<file path="src/rtl/clk_div_controller.sv">
// clk_div_controller: run-time clock-enable divider with glitch-free ratio reload and graceful stop.
// divided_clk always parks low in IDLE; ratio changes take effect only at period boundaries.
module clk_div_controller #(
    parameter int                CNT_W       = 21,
    parameter logic [CNT_W-1:0]  DEFAULT_DIV = 21'h1FFFFF,
    parameter int                TICK_CNT_W  = 8
) (
    input  logic                  clk_in,
    input  logic                  rst_n,
    input  logic                  start,
    input  logic                  stop,
    input  logic                  cfg_valid,
    input  logic [CNT_W-1:0]      cfg_div,
    output logic                  cfg_ready,
    output logic                  tick,
    output logic                  divided_clk,
    output logic                  running,
    output logic [TICK_CNT_W-1:0] tick_count
);
    typedef enum logic [1:0] {IDLE, RUN, STOP_WAIT} state_t;
    state_t                state_q, state_d;
    logic [CNT_W-1:0]      cnt_q, cnt_d, div_q, div_d, shadow_q, shadow_d;
    logic                  pending_q, pending_d, tick_q, tick_d, dclk_q, dclk_d, running_q, running_d;
    logic [TICK_CNT_W-1:0] tcnt_q, tcnt_d;
    logic                  active, tc, accept, launch, leaving;
    assign active    = state_q != IDLE;
    assign tc        = active && cnt_q == div_q;
    assign accept    = cfg_valid && !pending_q;
    assign launch    = state_q == IDLE && start && !stop;
    assign leaving   = active && state_d == IDLE;
    assign cfg_ready   = ~pending_q;
    assign tick        = tick_q;
    assign divided_clk = dclk_q;
    assign running     = running_q;
    assign tick_count  = tcnt_q;
    always_ff @(posedge clk_in or negedge rst_n) begin
        if (!rst_n) state_q <= IDLE;
        else        state_q <= state_d;
    end
    // stop decision uses the divided_clk level this edge will produce
    always_comb begin
        state_d = state_q;
        case (state_q)
            IDLE:      if (launch) state_d = RUN;
            RUN:       if (stop) state_d = (tc ? !dclk_q : dclk_q) ? STOP_WAIT : IDLE;
            STOP_WAIT: if (tc) state_d = IDLE;
            default:   state_d = IDLE;
        endcase
    end
    always_comb begin
        cnt_d     = (!active || leaving || tc) ? '0 : cnt_q + 1'b1;
        tick_d    = tc;
        dclk_d    = dclk_q ^ tc;
        tcnt_d    = launch ? '0 : tcnt_q + TICK_CNT_W'(tc);
        running_d = state_d != IDLE;
        div_d     = div_q;
        shadow_d  = shadow_q;
        pending_d = pending_q;
        // a ratio still queued when dividing ends is committed so IDLE never holds a pending value
        if (!active) begin
            div_d = accept ? cfg_div : div_q;
        end else if (leaving) begin
            div_d     = accept ? cfg_div : (pending_q ? shadow_q : div_q);
            pending_d = 1'b0;
        end else begin
            if (tc && pending_q) begin
                div_d     = shadow_q;
                pending_d = 1'b0;
            end
            if (accept) begin
                shadow_d  = cfg_div;
                pending_d = 1'b1;
            end
        end
    end
    always_ff @(posedge clk_in or negedge rst_n) begin
        if (!rst_n) begin
            cnt_q     <= '0;
            div_q     <= DEFAULT_DIV;
            shadow_q  <= '0;
            pending_q <= 1'b0;
            tick_q    <= 1'b0;
            dclk_q    <= 1'b0;
            running_q <= 1'b0;
            tcnt_q    <= '0;
        end else begin
            cnt_q     <= cnt_d;
            div_q     <= div_d;
            shadow_q  <= shadow_d;
            pending_q <= pending_d;
            tick_q    <= tick_d;
            dclk_q    <= dclk_d;
            running_q <= running_d;
            tcnt_q    <= tcnt_d;
        end
    end
endmodule

</file>
<file path="config.mk">
export PLATFORM = sky130hd
export DESIGN_NAME = clk_div_controller
export DESIGN_NICKNAME = d
export VERILOG_FILES = /design/src/rtl/clk_div_controller.sv
export SDC_FILE = /design/constraint.sdc
export NUM_CORES = 1
export LEC_CHECK = 0
export ABC_AREA = 1
export BUFFER_PORTS_ARGS = -buffer_cell sky130_fd_sc_hd__buf_2
export CORE_ASPECT_RATIO = 0.7
export CORE_MARGIN = 2
export CORE_UTILIZATION = 53
export DETAILED_ROUTE_END_ITERATION = 6
export PLACE_DENSITY = 0.78
export REMOVE_ABC_BUFFERS = 1
export SLEW_MARGIN = 5
export SYNTH_ARGS = -nofsm -noshare
export SYNTH_HDL_FRONTEND = slang
export SYNTH_SLANG_ARGS = --single-unit
</file>
<file path="constraint.sdc">
create_clock -name clk_in -period 2.12 [get_ports clk_in]
set_clock_uncertainty 0.1 [all_clocks]
set_input_delay 0.106 -clock clk_in [delete_from_list [all_inputs] [get_ports clk_in]]
set_output_delay 0.106 -clock clk_in [all_outputs]
set_load 0.03 [all_outputs]
</file>
==> metrics.yaml, run 1 <==
critical_path:
  slowest_delay_ns: 0.56
  rr_worst_depth: 14
  cp_max_fo: 11
  worstPathArrival_ns: 2.68
  path_common_cell: "nand2_1"
  crit_path_cell_trace: "xnor2_2 > nand2_1 > nor2_2 > nand2_2 > nor2_4 > nand4_1 > nand3_2 > nand4_1 > nand2_2 > buf_6 > nand2_1 > nand2_1 > nand2_1 > nand2_1"
  start_kind: "flip-flop"
  slowest_stage: "dfstp_2"
  regToRegStartpoint: "div_q[8]"
  required_ns: 2.33
  critPathKind: "flip-flop to flip-flop"
  r2r-end: "div_q[12]"
  crit_path_end_kind: "flip-flop"
  regToRegSetupSlack_ns: -0.35
timing:
  fmax_mhz: 406
  slew_viol_final: 0
  rsz0062_at_grt: "yes"
  worst_slew_pin_slew_ns: 0.791
  setup_slack_ns: -0.346
  period_minus_slack_ns: 2.47
  worst_hold_slack_ns: 0.0282
  hold_viol_final: 0
  setup_viol: 69
  max_slew_margin: 0.470
  post-route-period-util: 1.16
cells_and_area:
  mostFrequentLayoutCell: "nand2_1"
  final_util: 0.741
  nFillCells: 515
  final_cell_mix: "nand2_1 (197), dfrtp_1 (56), buf_4 (52)"
  diodes: 0
  area_growth_pct: 35.0
  fin_nets: 660
  drive_above_1_share: 0.318
power_and_ir_drop:
  ir_drop_mv: 0.710
  power_density_nw_per_um2: 909
  p_int_w: 0.00325
  p_leak_nw: 2.75
  seqPwrFrac: 0.455
  combPwrFrac: 0.296
  power_w: 0.00493
  p_sw_frac: 0.339
  power.share.clock: 0.250
  p_sw_w: 0.00167
floorplanning:
  io_pins: 38
  fp-row-count: 26
  die_h_um: 76.8
  fp.dieArea_sq_um: 8300
  start_util: 0.549
  core-area_sq_um: 7320
  die_w_um: 108
clock_tree:
  cts_made_buffers: 9
  clock-root-buffer: "clkbuf_8"
  clkTransAtPathRegs_ns: 0.08
  htreeDepth: 3
  cts_num_sinks: 77
  insertion_delay_ns: 0.37
  cts_tree: "done"
  clk_path_buf_depth: 2
global_route:
  grtUsageMet3: 0.0570
  grt_util_met2: 0.431
  grt_max_degree: 40
  busiest_layer: "met2"
  met1_usage: 0.360
  grt_pass1_wl_um: 17500
  grt_pass1_vias: 3813
  grt.total_usage: 0.270
  antenna_found_initial: 0
  grt_overflow: 0
routing:
  via_per_inst: 5.39
  vias: 3958
  antenna_left: 0
  first_pass_iters: 7
  drc: 0
  wl_um: 11300
  wire_per_inst_um: 15.4
  drt_iter0_drc: 275
run_status:
  violations: "setup timing"
  status: "finished, violations left"
synth:
  synthCells: 518
  ys_seq_area_frac: 0.486
  ys_ff_latch: 77
  syn-cell-area_sq_um: 4020
  yosys.cell_types.count: 29
  yosys_warnings: 0
  avgSynthCellArea_sq_um: 7.75
place:
  pre_cts_ws_ns: -0.323
  port_buffers: 37
  dpl.hpwl_um: 6780
  globalplace.congestion: 0.940
hold_path:
  hold_depth: 3
  min-delay-start: "stop"
  hp-class: "input pin to flip-flop"
  holdPathEnd: "tick_count[6]"
run:
  maxCapViolCount: 0
==> kinds of logic (layout without fill, tap and decap cells) <==
kind of cell / count (synthesis) / in the layout / share of synthesized area
simple gates: 341 / 341 / 0.368
buf+inv: 62 / 180 / 0.0726
compound gates: 15 / 15 / 0.0199
fa+ha+maj: 3 / 3 / 0.00935
flops: 77 / 77 / 0.486
xor+xnor: 20 / 20 / 0.0436
==> worst max-delay path by stage <==
stage	slack, ns	endpoint	startpoint	cells past startpoint
3_5_place_dp	-0.32	tick_count[6]	div_q[15]	17
4_1_cts	-0.22	div_q[11]	div_q[13]	14
2_1_floorplan	-0.74	div_q[0]	pending_q	7
6_report	-0.35	div_q[12]	div_q[8]	14
3_3_place_gp	-0.20	tick_count[6]	div_q[14]	16
5_1_grt	-0.47	div_q[12]	div_q[5]	15
==> final cells by class <==
cell class,instances,area [sq um],area share
Sequential cell,77,1950,0.360
Clock buffer,9,124,0.0229
Clock inverter,7,90.1,0.0166
Timing Repair Buffer,122,983,0.181
Multi-Input combinational cell,379,1990,0.367
Inverter,42,158,0.0291
Tap cell,98,123,0.0226
==> power by group through the flow <==
stage	Clock [W]	Combinational (W)	Sequential (W)
after floorplan	0	0.000769	0.00220
after global placement	0	0.00120	0.00222
after detailed placement	0	0.00125	0.00225
after CTS	0.00124	0.00134	0.00223
after global routing	0.00131	0.00164	0.00229
final	0.00123	0.00146	0.00224
==> through the flow <==
stage / instance area, sq um / instances / TNS, ns
global route: 5420 / 734 / -25.86
finish: 5420 / 734 / -18.56
detailed placement: 4660 / 687 / -12.80
floorplan: 3880 / 498 / -23.64
CTS: 5200 / 729 / -10.86
global placement: 4660 / 687 / -7.60
==> synthesized netlist by cell type, drive strengths merged <==
master,number,area (sq um)
o22ai,1,6.26
xnor2,7,61.3
dfrtp,56,1400
nor4,2,12.5
clkbuf,4,15.0
dfstp,21,552
nor3b,8,80.1
xor2,13,114
nor2,49,191
inv,42,158
o21ai,7,35.0
buf,16,119
a31oi,1,6.26
nand4,7,43.8
nand3,52,283
nand2,212,798
nor3,11,70.1
a21oi,5,25.0
ha,3,37.5
o31ai,1,7.51
==> metal layers <==
metal  share of wire  up-vias  routed length, um
li1                -     1856                  -
met1            0.41     1890               4620
met2            0.49      185               5600
met3           0.073       27                826
met4           0.025        0                279
met5               0        -                  0
==> worst max-delay path: cells and delay by family, from the launching register on <==
kind	cells	cell delay, ns
xor+xnor	1	0.11
buf+inv	1	0.17
simple gates	12	1.45
flops	1	0.56
==> state kept, by name, indices dropped and copies added, names as in the netlist <==
name and flops:
running 1, divided_clk 1, shadow_q 21, state_q 2, pending_q 1, div_q 21, tick 1, tick_count 8
cnt_q 21
==> what timing repair did <==
item | 4_1_cts | 5_1_grt
resized for setup | 21 | 41
gates cloned | 0 | 2
hold buffers | 22 | 0
pin swaps | 10 | 14
setup endpoints to repair | 69 | 69
endpoints found under the hold margin | 80 | 0
buffers inserted | 4 | 3
No activity file was read; power rests on OpenSTA's default activity.
==> run 2, diff against run 1 <==
Settings changed: ABC_AREA 1 to 0, CORE_UTILIZATION 53 to 54, PLACE_DENSITY 0.78 to 0.79.
==> run 2 against run 1 <==
Compared with the run above:
- the flow still finishes with violations (setup timing)
- global-route usage is 1.4 points higher
- flip-flop and latch count stayed put
- via count is 12% lower
- critical endpoint is now div_q[2]
- largest cell class unchanged
==> metrics.yaml, run 2 <==
critical_path:
  slowest_stage: "dfstp_2"
  crit_family: "simple AND/OR/NAND/NOR gates"
  slowest_delay_ns: 0.56
  crit_path_cell_trace: "xor2_2 > nor4_4 > nand3_2 > or2_4 > o21a_4 > buf_12 > a311o_1 > mux2_4"
  required_ns: 2.29
  critPathBufInv: 1
  start_kind: "flip-flop"
  cp_max_fo: 13
  worstPathArrival_ns: 2.86
  critPathKind: "flip-flop to flip-flop"
  crit_path_end_kind: "flip-flop"
timing:
  hold_viol_final: 0
  setup_viol: 76
  max_slew_margin: 0.759
  period_minus_slack_ns: 2.68
  fmax_mhz: 373
  slew_viol_final: 0
  worst_slew_pin_slew_ns: 0.361
  post-route-period-util: 1.27
  rsz0062_at_grt: "yes"
  setup_slack_ns: -0.564
routing:
  wire_per_inst_um: 19.1
  drc: 0
  first_pass_iters: 5
  vias: 3494
  antenna_left: 0
  drt_iter0_drc: 281
  wl_um: 11400
  via_per_inst: 5.86
synth:
  yosysMostFrequentCell: "nor2_1"
  yosys.cell_types.count: 37
  async_flop_share: 1.00
  synth.top_cell.area_share: 0.343
  synth_edf_count: 0
  ys_seq_area_frac: 0.478
  yosys-top-cells-area: "dfrtp_1 (34%), dfstp_2 (14%), mux2_2 (9.4%)"
  avgSynthCellArea_sq_um: 10.6
  ys_ff_latch: 77
  syn-cell-area_sq_um: 4080
  yosys_warnings: 0
  yosys-top-cells-count: "nor2_1 (60), dfrtp_1 (56), xor2_1 (35)"
  synthCells: 384
  ys.flop_type: "dfrtp_1"
  synth_top_area_cell: "dfrtp_1"
place:
  pre_cts_ws_ns: -0.802
  dpl.hpwl_um: 6800
  globalplace.congestion: 0.770
  placed_area_sq_um: 4740
  port_buffers: 37
  dp.cells: 542
clock_tree:
  cts_num_sinks: 77
  insertion_delay_ns: 0.35
  clock-root-buffer: "clkbuf_8"
  htreeDepth: 3
  clkTransAtPathRegs_ns: 0.08
  cts_made_buffers: 9
  clk_path_buf_depth: 2
  cts_tree: "done"
floorplanning:
  start_util: 0.558
  core-area_sq_um: 7320
  die_h_um: 76.8
  fp-row-count: 26
  fp.dieArea_sq_um: 8280
  die_w_um: 108
  io_pins: 38
cells_and_area:
  area_growth_pct: 35.7
  design_area_sq_um: 5540
  fin_cells: 596
  final_cell_mix: "dfrtp_1 (56), nor2_1 (53), buf_4 (45)"
  fin_nets: 522
  drive_above_1_share: 0.394
  reg.largest.list: "cnt_q: 21 flops, div_q: 21 flops, shadow_q: 21 flops"
  multiInputGateArea_sq_um: 2220
  ff_latch_area_sq_um: 1950
  diodes: 0
  mostFrequentLayoutCell: "dfrtp_1"
  nFillCells: 456
power_and_ir_drop:
  ir_drop_mv: 0.581
  p_leak_nw: 2.50
  power_density_nw_per_um2: 887
global_route:
  grt_pass1_vias: 3710
  grt.total_usage: 0.284
  grt_overflow: 0
  grt_pass1_wl_um: 18400
  grt_max_degree: 52
  antenna_found_initial: 0
hold_path:
  hp-class: "input pin to flip-flop"
run:
  maxCapViolCount: 0
run_status:
  status: "finished, violations left"
  violations: "setup timing"
-- run 2: cell types whose count changed after synthesis, sizes merged, moves of 21 or more --
cell,previous run,this run
nand2,212,29
mux2,0,42
nand3,52,13
inv,42,5
xor2,13,35
a22o,0,21
a311o,0,21
-- run 2: path summary, 6_finish.rpt --
kind | from | to | slack [ns] | cells after the start
worst min register to register | shadow_q[6] | shadow_q[6] | 0.43 | 1
worst max register to register | div_q[8] | div_q[2] | -0.56 | 8
worst min-delay path | stop | running | 0.09 | 3
max in group asynchronous | rst_n | div_q[7] | 1.16 | 3
min in group asynchronous | rst_n | shadow_q[0] | 0.11 | 2
worst max-delay path | div_q[8] | div_q[2] | -0.56 | 8
-- run 2: kinds of logic after synthesis --
logic type | after synthesis | synth area share
muxes | 42 | 0.116
buffers and inverters | 28 | 0.0310
adders and majority gates | 3 | 0.00919
DFF | 77 | 0.478
xor gates and xnor gates | 48 | 0.103
AOI/OAI and AO/OA | 55 | 0.120
and+or+nand+nor | 131 | 0.142
-- run 2: final cells by class --
| cell class | count | area share |
|---|---|---|
| inverter | 5 | 0.00339 |
| multi-input combinational | 279 | 0.400 |
| clock inverter | 6 | 0.0115 |
| tap | 98 | 0.0221 |
| sequential | 77 | 0.353 |
| clock buffer | 10 | 0.0230 |
| timing repair buffer | 121 | 0.187 |
-- run 2: worst register-to-register path, stage by stage (launching register included) --
cell and delay [ns]:
dfstp_2 0.56, xor2_2 0.11, nor4_4 0.37, nand3_2 0.15, or2_4 0.30, o21a_4 0.22, buf_12 0.15, a311o_1 0.38
mux2_4 0.27
-- run 2: report_power, final --
group          total, W  internal, W  switching, W
logic           0.00143     0.000812      0.000614
clock network   0.00109     0.000542      0.000552
registers       0.00240      0.00204      0.000357
-- run 2: what timing repair did --
action,in CTS,in global routing
gates cloned,2,1
hold buffers,24,0
pin swaps,28,4
hold endpoints to repair,86,0
resized for setup,46,7
setup endpoints to repair,75,76
setup buffers,9,2
-- run 2: through the flow --
step / setup TNS [ns] / total power [W] / hold slack [ns] / utilization
6_report: -26.85 / 0.00492 / 0.0859 / 0.757
5_1_grt: -34.04 / 0.00515 / 0.101 / 0.757
4_1_cts: -25.56 / 0.00483 / 0.0351 / 0.746
3_5_place_dp: -42.13 / 0.00355 / -0.0571 / 0.647
3_3_place_gp: -32.15 / 0.00346 / -0.0609 / 0.647
2_1_floorplan: -51.35 / 0.00310 / -0.290 / -
-- run 2: layer usage --
metal  up-vias  part of all wire  GRT usage
met4         0             0.023     0.0833
met3        31             0.064     0.0638
met2       145              0.50      0.475
met1      1750              0.42      0.370
li1       1568                 -          -
met5         -                 0          0
